$ cat config.mk
export PLATFORM = sky130hd
export DESIGN_NAME = state_dump_engine
export DESIGN_NICKNAME = d
export VERILOG_FILES = /design/src/rtl/state_dump_engine.sv
export SDC_FILE = /design/constraint.sdc
export NUM_CORES = 1
export LEC_CHECK = 0
export BUFFER_PORTS_ARGS = -buffer_cell sky130_fd_sc_hd__buf_2
export CORE_AREA = 2 2 118 85
export CTS_CLUSTER_DIAMETER = 80
export DETAILED_ROUTE_END_ITERATION = 6
export DIE_AREA = 0 0 120 87
export PLACE_DENSITY = 0.77
export SLEW_MARGIN = 20
export SYNTH_ARGS = -nofsm -noshare
export SYNTH_HDL_FRONTEND = slang
export SYNTH_SLANG_ARGS = --single-unit
export TNS_END_PERCENT = 20
$ cat constraint.sdc
create_clock -name clk -period 2.98 [get_ports clk]
set_clock_uncertainty 0.05 [all_clocks]
set_input_delay 0.149 -clock clk [delete_from_list [all_inputs] [get_ports clk]]
set_output_delay 0.149 -clock clk [all_outputs]
set_load 0.05 [all_outputs]
$ cat src/rtl/state_dump_engine.sv
// Halts the core and streams regs, imem, then dmem words (selected by region_mask) out as tagged beats.
// Latency: ISSUE/CAPT/SEND per word (at most one beat per 3 cycles); a stalled beat is held until out_ready.
module state_dump_engine #(
    parameter int XLEN       = 32,
    parameter int REG_COUNT  = 32,
    parameter int IMEM_WORDS = 256,
    parameter int DMEM_WORDS = 256,
    parameter int MEM_AW     = 16,
    parameter int IDX_W      = $clog2((REG_COUNT > IMEM_WORDS)
                                      ? ((REG_COUNT > DMEM_WORDS) ? REG_COUNT : DMEM_WORDS)
                                      : ((IMEM_WORDS > DMEM_WORDS) ? IMEM_WORDS : DMEM_WORDS))
) (
    input  logic              clk,
    input  logic              areset_n,
    input  logic              start,
    input  logic [2:0]        region_mask,
    input  logic              abort,
    output logic              halt_req,
    input  logic              halt_ack,
    output logic [4:0]        rf_raddr,
    input  logic [XLEN-1:0]   rf_rdata,
    output logic [MEM_AW-1:0] imem_raddr,
    input  logic [XLEN-1:0]   imem_rdata,
    output logic [MEM_AW-1:0] dmem_raddr,
    input  logic [XLEN-1:0]   dmem_rdata,
    output logic              out_valid,
    input  logic              out_ready,
    output logic [XLEN-1:0]   out_data,
    output logic [1:0]        out_region,
    output logic [IDX_W-1:0]  out_index,
    output logic              out_last,
    output logic              busy,
    output logic              done,
    output logic              aborted
);

    typedef enum logic [2:0] {S_IDLE, S_HALT, S_ISSUE, S_CAPT, S_SEND, S_DONE} state_t;

    state_t            state_q, state_d;
    logic [2:0]        mask_q, mask_d;
    logic [1:0]        region_q, region_d;
    logic [IDX_W-1:0]  idx_q, idx_d;
    logic              halt_req_q, halt_req_d;
    logic              busy_q, busy_d;
    logic              done_q, done_d;
    logic              aborted_q, aborted_d;
    logic              out_valid_q, out_valid_d;
    logic [XLEN-1:0]   out_data_q, out_data_d;
    logic [1:0]        out_region_q, out_region_d;
    logic [IDX_W-1:0]  out_index_q, out_index_d;
    logic              out_last_q, out_last_d;
    logic [4:0]        rf_raddr_q, rf_raddr_d;
    logic [MEM_AW-1:0] imem_raddr_q, imem_raddr_d;
    logic [MEM_AW-1:0] dmem_raddr_q, dmem_raddr_d;

    function automatic logic [IDX_W-1:0] last_idx(input logic [1:0] r);
        case (r)
            2'd0:    return IDX_W'(REG_COUNT - 1);
            2'd1:    return IDX_W'(IMEM_WORDS - 1);
            default: return IDX_W'(DMEM_WORDS - 1);
        endcase
    endfunction

    // Mask bits for regions still to be walked after region r.
    function automatic logic [2:0] mask_above(input logic [2:0] m, input logic [1:0] r);
        case (r)
            2'd0:    return m & 3'b110;
            2'd1:    return m & 3'b100;
            default: return 3'b000;
        endcase
    endfunction

    function automatic logic [1:0] lowest(input logic [2:0] m);
        if (m[0])      return 2'd0;
        else if (m[1]) return 2'd1;
        else           return 2'd2;
    endfunction

    function automatic logic [MEM_AW-1:0] word_addr(input logic [IDX_W-1:0] i);
        return MEM_AW'({i, 2'b00});
    endfunction

    always_comb begin
        state_d      = state_q;
        mask_d       = mask_q;
        region_d     = region_q;
        idx_d        = idx_q;
        halt_req_d   = halt_req_q;
        busy_d       = busy_q;
        done_d       = 1'b0;
        aborted_d    = 1'b0;
        out_valid_d  = out_valid_q;
        out_data_d   = out_data_q;
        out_region_d = out_region_q;
        out_index_d  = out_index_q;
        out_last_d   = out_last_q;
        rf_raddr_d   = rf_raddr_q;
        imem_raddr_d = imem_raddr_q;
        dmem_raddr_d = dmem_raddr_q;

        // Abort outranks a same-cycle transfer; the pending beat is dropped.
        if (busy_q && abort) begin
            state_d     = S_IDLE;
            out_valid_d = 1'b0;
            out_last_d  = 1'b0;
            halt_req_d  = 1'b0;
            busy_d      = 1'b0;
            aborted_d   = 1'b1;
        end else begin
            case (state_q)
                S_IDLE: begin
                    if (start) begin
                        if (region_mask != 3'b000) begin
                            mask_d     = region_mask;
                            region_d   = lowest(region_mask);
                            idx_d      = '0;
                            halt_req_d = 1'b1;
                            busy_d     = 1'b1;
                            state_d    = S_HALT;
                        end else begin
                            done_d = 1'b1;
                        end
                    end
                end
                S_HALT: begin
                    if (halt_ack) state_d = S_ISSUE;
                end
                S_ISSUE: state_d = S_CAPT;
                S_CAPT: begin
                    case (region_q)
                        2'd0:    out_data_d = rf_rdata;
                        2'd1:    out_data_d = imem_rdata;
                        default: out_data_d = dmem_rdata;
                    endcase
                    out_region_d = region_q;
                    out_index_d  = idx_q;
                    out_last_d   = (idx_q == last_idx(region_q)) &&
                                   (mask_above(mask_q, region_q) == 3'b000);
                    out_valid_d  = 1'b1;
                    state_d      = S_SEND;
                end
                S_SEND: begin
                    if (out_valid_q && out_ready) begin
                        out_valid_d = 1'b0;
                        out_last_d  = 1'b0;
                        if (idx_q != last_idx(region_q)) begin
                            idx_d   = idx_q + IDX_W'(1);
                            state_d = S_ISSUE;
                        end else if (mask_above(mask_q, region_q) != 3'b000) begin
                            region_d = lowest(mask_above(mask_q, region_q));
                            idx_d    = '0;
                            state_d  = S_ISSUE;
                        end else begin
                            halt_req_d = 1'b0;
                            busy_d     = 1'b0;
                            done_d     = 1'b1;
                            state_d    = S_DONE;
                        end
                    end
                end
                S_DONE:  state_d = S_IDLE;
                default: state_d = S_IDLE;
            endcase
        end

        // Address is registered on entry to ISSUE so it is stable through ISSUE and CAPT.
        if (state_d == S_ISSUE) begin
            case (region_d)
                2'd0:    rf_raddr_d   = 5'(idx_d);
                2'd1:    imem_raddr_d = word_addr(idx_d);
                default: dmem_raddr_d = word_addr(idx_d);
            endcase
        end
    end

    always_ff @(posedge clk or negedge areset_n) begin
        if (!areset_n) begin
            state_q      <= S_IDLE;
            mask_q       <= '0;
            region_q     <= '0;
            idx_q        <= '0;
            halt_req_q   <= 1'b0;
            busy_q       <= 1'b0;
            done_q       <= 1'b0;
            aborted_q    <= 1'b0;
            out_valid_q  <= 1'b0;
            out_data_q   <= '0;
            out_region_q <= '0;
            out_index_q  <= '0;
            out_last_q   <= 1'b0;
            rf_raddr_q   <= '0;
            imem_raddr_q <= '0;
            dmem_raddr_q <= '0;
        end else begin
            state_q      <= state_d;
            mask_q       <= mask_d;
            region_q     <= region_d;
            idx_q        <= idx_d;
            halt_req_q   <= halt_req_d;
            busy_q       <= busy_d;
            done_q       <= done_d;
            aborted_q    <= aborted_d;
            out_valid_q  <= out_valid_d;
            out_data_q   <= out_data_d;
            out_region_q <= out_region_d;
            out_index_q  <= out_index_d;
            out_last_q   <= out_last_d;
            rf_raddr_q   <= rf_raddr_d;
            imem_raddr_q <= imem_raddr_d;
            dmem_raddr_q <= dmem_raddr_d;
        end
    end

    assign halt_req   = halt_req_q;
    assign busy       = busy_q;
    assign done       = done_q;
    assign aborted    = aborted_q;
    assign out_valid  = out_valid_q;
    assign out_data   = out_data_q;
    assign out_region = out_region_q;
    assign out_index  = out_index_q;
    assign out_last   = out_last_q;
    assign rf_raddr   = rf_raddr_q;
    assign imem_raddr = imem_raddr_q;
    assign dmem_raddr = dmem_raddr_q;

endmodule

==> Word-level counts from Yosys, hierarchy flattened <==
Cells that the tools add are included.
W data, S select, Z words.
{ "totals": {"ff_bits": 84, "input_bits": 105, "elab_cells": 116} }
{ "op_classes": {"n_addsub": 1, "eq_ne": 14, "n_mux": 65, "n_bitwise": 2, "reduce_logical": 19} }
{ "ops": {"columns": ["cell", "n"], "rows": [
  ["$mux W8", 12],
  ["$pmux W32 S2", 1],
  ["$mux W3", 13],
  ["$mux W2", 15],
  ["$mux W1", 16],
  ["$pmux W8 S2", 1],
  ["$ne A3 B3 Y1 const B", 5],
  ["$pmux W3 S5", 1],
  ["$reduce_bool A3 Y1", 4],
  ["$reduce_and A2 Y1", 5],
  ["$eq A3 B2 Y1 const B", 3],
  ["$add A8 B1 Y8 const B", 1],
  ["$eq A8 B8 Y1", 1],
  ["$ne A8 B8 Y1", 1],
  ["$pmux W1 S2", 4],
  ["$logic_not A3 Y1", 2],
  ["$pmux W3 S2", 1],
  ["$reduce_and A6 Y1", 1],
  ["$eq A2 B1 Y1 const B", 2],
  ["$logic_not A2 Y1", 2],
  ["$pmux W2 S2", 1],
  ["$reduce_and A4 Y1", 1],
  ["$eq A3 B1 Y1 const B", 1],
  ["$eq A3 B3 Y1 const B", 1],
  ["other kinds (3)", 6]
]} }

==> Logic depth before layout (Yosys ltp) <==
{ "depth": {"depth_word": 27, "ltp_mapped": 8, "ltp_nobuf": 7} }

==> Worst setup path after synthesis <==
OpenSTA, ideal clock, no wires.
{ "synth_path": {"path_type": "register to register", "startpoint": "register busy_q, in the netlist busy", "endpoint": "register imem_raddr_q[2], in the netlist imem_raddr[2]", "arrival_ns": 2.456, "required_time_ns": 2.805, "path_slack_ns": 0.350, "stages_incl_launch_ff": 8, "cell_sequence": "dfrtp_1 > nand2_1 > clkinv_1 > nor3_2 > o211a_1 > o22ai_2 > a211oi_4 > mux2_2"} }
{ "synth_via": {"elab_chain_cells": 4, "elab_cells_between_ends": 7, "cone_classes": "eq/ne (2); mux (3); reduce/logical (2)"} }
{ "synth_lines": {"columns": ["item", "line_no", "text"], "rows": [
  ["start: declaration", "44", "logic busy_q, busy_d;"],
  ["start signal: assignment", "200", "busy_q <= busy_d;"],
  ["$logic_and A1 B1 Y1", "102", "if (busy_q && abort) begin"],
  ["$mux W2", "102", null],
  ["via region_d[1]", "41", "logic [1:0] region_q, region_d;"],
  ["$eq A2 B1 Y1", "168", "case (region_d)"],
  ["$reduce_and A2 Y1 (no source line)", null, null],
  ["end signal: assignment", "209", "imem_raddr_q <= imem_raddr_d;"],
  ["end: declaration", "53", "logic [MEM_AW-1:0] imem_raddr_q, imem_raddr_d;"]
]} }
The timed path passes the listed nets, and every way through them passes these cells.
A chain may end at the register's enable or synchronous reset.

==> Worst setup path in the final report <==
{ "layout_path": {"startpoint": "register idx_q[6]", "endpoint": "register rf_raddr_q[3], in the netlist rf_raddr[3]"} }
{ "layout_via": {"elab_chain_cells": 7, "elab_cells_between_ends": 16, "cone_classes": "eq/ne (2); mux (12); reduce/logical (2)"} }
{ "layout_lines": {"columns": ["item", "line_no", "text"], "rows": [
  ["start: declaration", "42", "logic [IDX_W-1:0] idx_q, idx_d;"],
  ["start signal: assignment", "198", "idx_q <= idx_d;"],
  ["$ne A8 B8 Y1 (*)", "146", "if (idx_q != last_idx(region_q)) begin"],
  ["$mux W3 / $mux W2 (equally long branches)", "146", null],
  ["$mux W3 / $mux W2 (equally long branches)", "143", "if (out_valid_q && out_ready) begin"],
  ["$pmux W3 S5 / $pmux W2 S2 (equally long branches)", "110", "case (state_q)"],
  ["$mux W3 / $mux W2 (equally long branches)", "102", null],
  ["$eq A3 B2 Y1 / $logic_not A2 Y1 (equally long branches)", "167, 168", null],
  ["$reduce_and A2 Y1 (no source line)", null, null],
  ["end signal: assignment", "208", "rf_raddr_q <= rf_raddr_d;"],
  ["end: declaration", "52", "logic [4:0] rf_raddr_q, rf_raddr_d;"]
]} }
Every way passes the cells marked *; elsewhere a longest branch is shown, timed or not.

==> flow_metrics.tcl <==
set metrics [dict create \
    outcome "finished, final reports clean" \
    yosysUniqueCellTypes 54 \
    core_mm2 0.009422 \
    power_density_mw_per_mm2 1021 \
    ys_warn_count 0 \
    wl_per_cell_um 15.09 \
    synth_area_per_cell_um2 9.537 \
    ir_drop_mv 0.6622 \
    syn_inst 458 \
    start_util_pct 46.36 \
    multiInputGateArea_mm2 0.002083 \
    clk_pin_slew_ns 0.06 \
    drive_gt1_share_pct 38.58 \
    rsz0062_at_grt "false" \
    grt_first_pass_wirelength_mm 18.77 \
    area_delta_synth_final_pct 30.22 \
    clock-root-buffer "clkbuf_16" \
    yosysSeqAreaShare_pct 47.55 \
    path_class "flip-flop to flip-flop" \
    maxCapViolCount 0 \
    regArea_mm2 0.002079 \
    slew_violations 0 \
    row_count 30 \
    drt_iter0_markers 276 \
    r2r_end "rf_raddr[3]$_DFFE_PN0P_" \
    die_x_um 120 \
    cp_data_arrival_time_ns 2.89 \
    p_leak_nw 2.942 \
    pre_cts_slack_ns 0.2955 \
    globalRouteTotalUtil_pct 22.79 \
    required_ns 3.15 \
    fill_cells 848 \
    n_antenna_cell 0 \
    synth_edf_count 0 \
    grt_max_degree 84 \
    mostFrequentLayoutCell "buf_2" \
    overflow 0 \
    hold_viol_final 0 \
    io_pins 190 \
    drc 0 \
    yosys_register_bits 83 \
    fin_crit_ns 2.720 \
    antenna_found_initial 0 \
    detailed_place_hpwl_mm 8.803 \
    die_area_mm2 0.01044 \
    clk_latency_ns 0.33 \
    placed_cells 746 \
    port_buffers 173 \
    vias_per_cell 5.224 \
    crit_path_start_kind "flip-flop" \
    fin_nets 736 \
    dr.pass1.iters 4 \
    worstPathMaxFanout 7 \
    ant_nets 0 \
    reg2reg_slack_ns 0.26 \
    die_h_um 87 \
    cts_setup_buffers 0 \
    synth_ff_type "dfrtp_1" \
    ctsHtreeMaxLevel 3 \
    cp-endpoint "rf_raddr[3]$_DFFE_PN0P_" \
    min_path_type "primary input to flip-flop" \
    post-route-period-util_pct 91.29 \
    fin_ws_ns 0.2597 \
    end_kind "flip-flop" \
    r2r_start "idx_q[6]$_DFF_PN0_" \
    vias 3986 \
    synthArstFlopShare_pct 100.0 \
    slew_headroom_pct 51.03 \
    synth_area_mm2 0.004368 \
    clk_path_buf_depth 2 \
    critPathLaunch "idx_q[6]$_DFF_PN0_" \
    instances_no_fill 763 \
    cts.sinks 83 \
    max_freq_mhz 367.6 \
    wl_mm 11.51 \
    final_cell_mix "172 x buf_2, 81 x dfrtp_1, 51 x nand2_1, 47 x o21ai_0, 44 x nor2_1" \
    cts_tree "yes" \
    gp_congestion 0.8627 \
    grt_pass1_vias 3739 \
    worstRegToRegCells 6 \
    setup_viol 0 \
    worst_pin_slew_ns 0.7346 \
    setup_tns_ns 0 \
    cts_buffers 9 \
]
## power by group
group	internal, mW	total [mW]	switching [mW]
logic	0.817	2.95	2.13
clock network	0.764	1.21	0.448
registers	1.46	1.65	0.188
## kinds of logic after synthesis
kind of cell,Yosys count,synth area share [%]
mux,63,15.27
simple gates,137,14.12
other cells,1,0.08585
fa+ha+maj,1,0.2864
compound gates,121,16.53
flops,83,47.55
buf+inv,52,6.159
## metrics by stage
stage	power [mW]	utilization (%)	area, µm²	hold WS (ns)
floorplan	3.879	-	4424	-0.1966
global placement	4.553	56.69	5341	0.3284
detailed placement	4.615	56.69	5341	0.3480
CTS	5.848	60.33	5684	0.05008
global route	6.166	60.37	5688	0.06576
finish	5.805	60.37	5688	0.05556
## metal layers
layer | global-route usage [%] | wire length [µm]
met5 | 0 | 0
met1 | 31.13 | 5198
met3 | 5.563 | 807
met2 | 36.42 | 5353
met4 | 6.631 | 151
## how the worst min path moves through the flow
stage / from / to / slack [ns] / depth (start not counted)
after CTS: dmem_rdata[30] / out_data[30]$_DFFE_PN0P_ / 0.05 / 3
after floorplan: areset_n / aborted$_DFF_PN0_ / -0.20 / 0
after global placement: areset_n / out_data[7]$_DFFE_PN0P_ / 0.33 / 1
final: dmem_rdata[15] / out_data[15]$_DFFE_PN0P_ / 0.06 / 3
after global routing: dmem_rdata[31] / out_data[31]$_DFFE_PN0P_ / 0.07 / 3
after detailed placement: areset_n / out_data[7]$_DFFE_PN0P_ / 0.35 / 1
## layout make-up
type | count | share of cell area, %
multi-input combinational | 338 | 36.63
sequential | 83 | 36.56
timing repair buffer | 190 | 17.62
clock buffer | 10 | 4.201
tap | 128 | 2.816
clock inverter | 6 | 1.650
inverter | 8 | 0.5279
## critical path, stage by stage (launching register included)
cell and delay (ns):
dfrtp_1 0.46, or3_4 0.41, o22ai_2 0.31, nand4_1 0.26, a31oi_2 0.37, nand4b_1 0.36
mux2_2 0.39
## timing repair
item | CTS | global route
hold endpoints to repair | 25 | 0
gates resized for setup | 0 | 0
hold buffers | 1 | 0
## cells in the mapped netlist, types with 3 or more instances
library cell	number	area share [%]
dfrtp_1	83	48
nand2_1	51	4.4
o21ai_0	47	5.4
nor2_1	44	3.8
a21oi_1	43	4.9
mux2i_1	34	7.8
mux2_2	26	6.7
clkbuf_1	18	1.5
buf_4	17	2.9
nand3_1	9	1.0
inv_1	7	0.60
nor3_1	7	0.80
buf_1	6	0.52
a31oi_1	5	0.72
nor2b_1	5	0.72
nand4_1	4	0.57
a21o_1	3	0.52
mux2_1	3	0.77
## state kept, by name, indices dropped and copies added (netlist names)
signal,flops
state_q,3
rf_raddr,5
mask_q,2
imem_raddr,8
out_last,1
aborted,1
out_data,32
out_valid,1
out_index,8
out_region,2
done,1
idx_q,8
dmem_raddr,8
busy,1
region_q,2
Power figures use the tool's default switching activity.
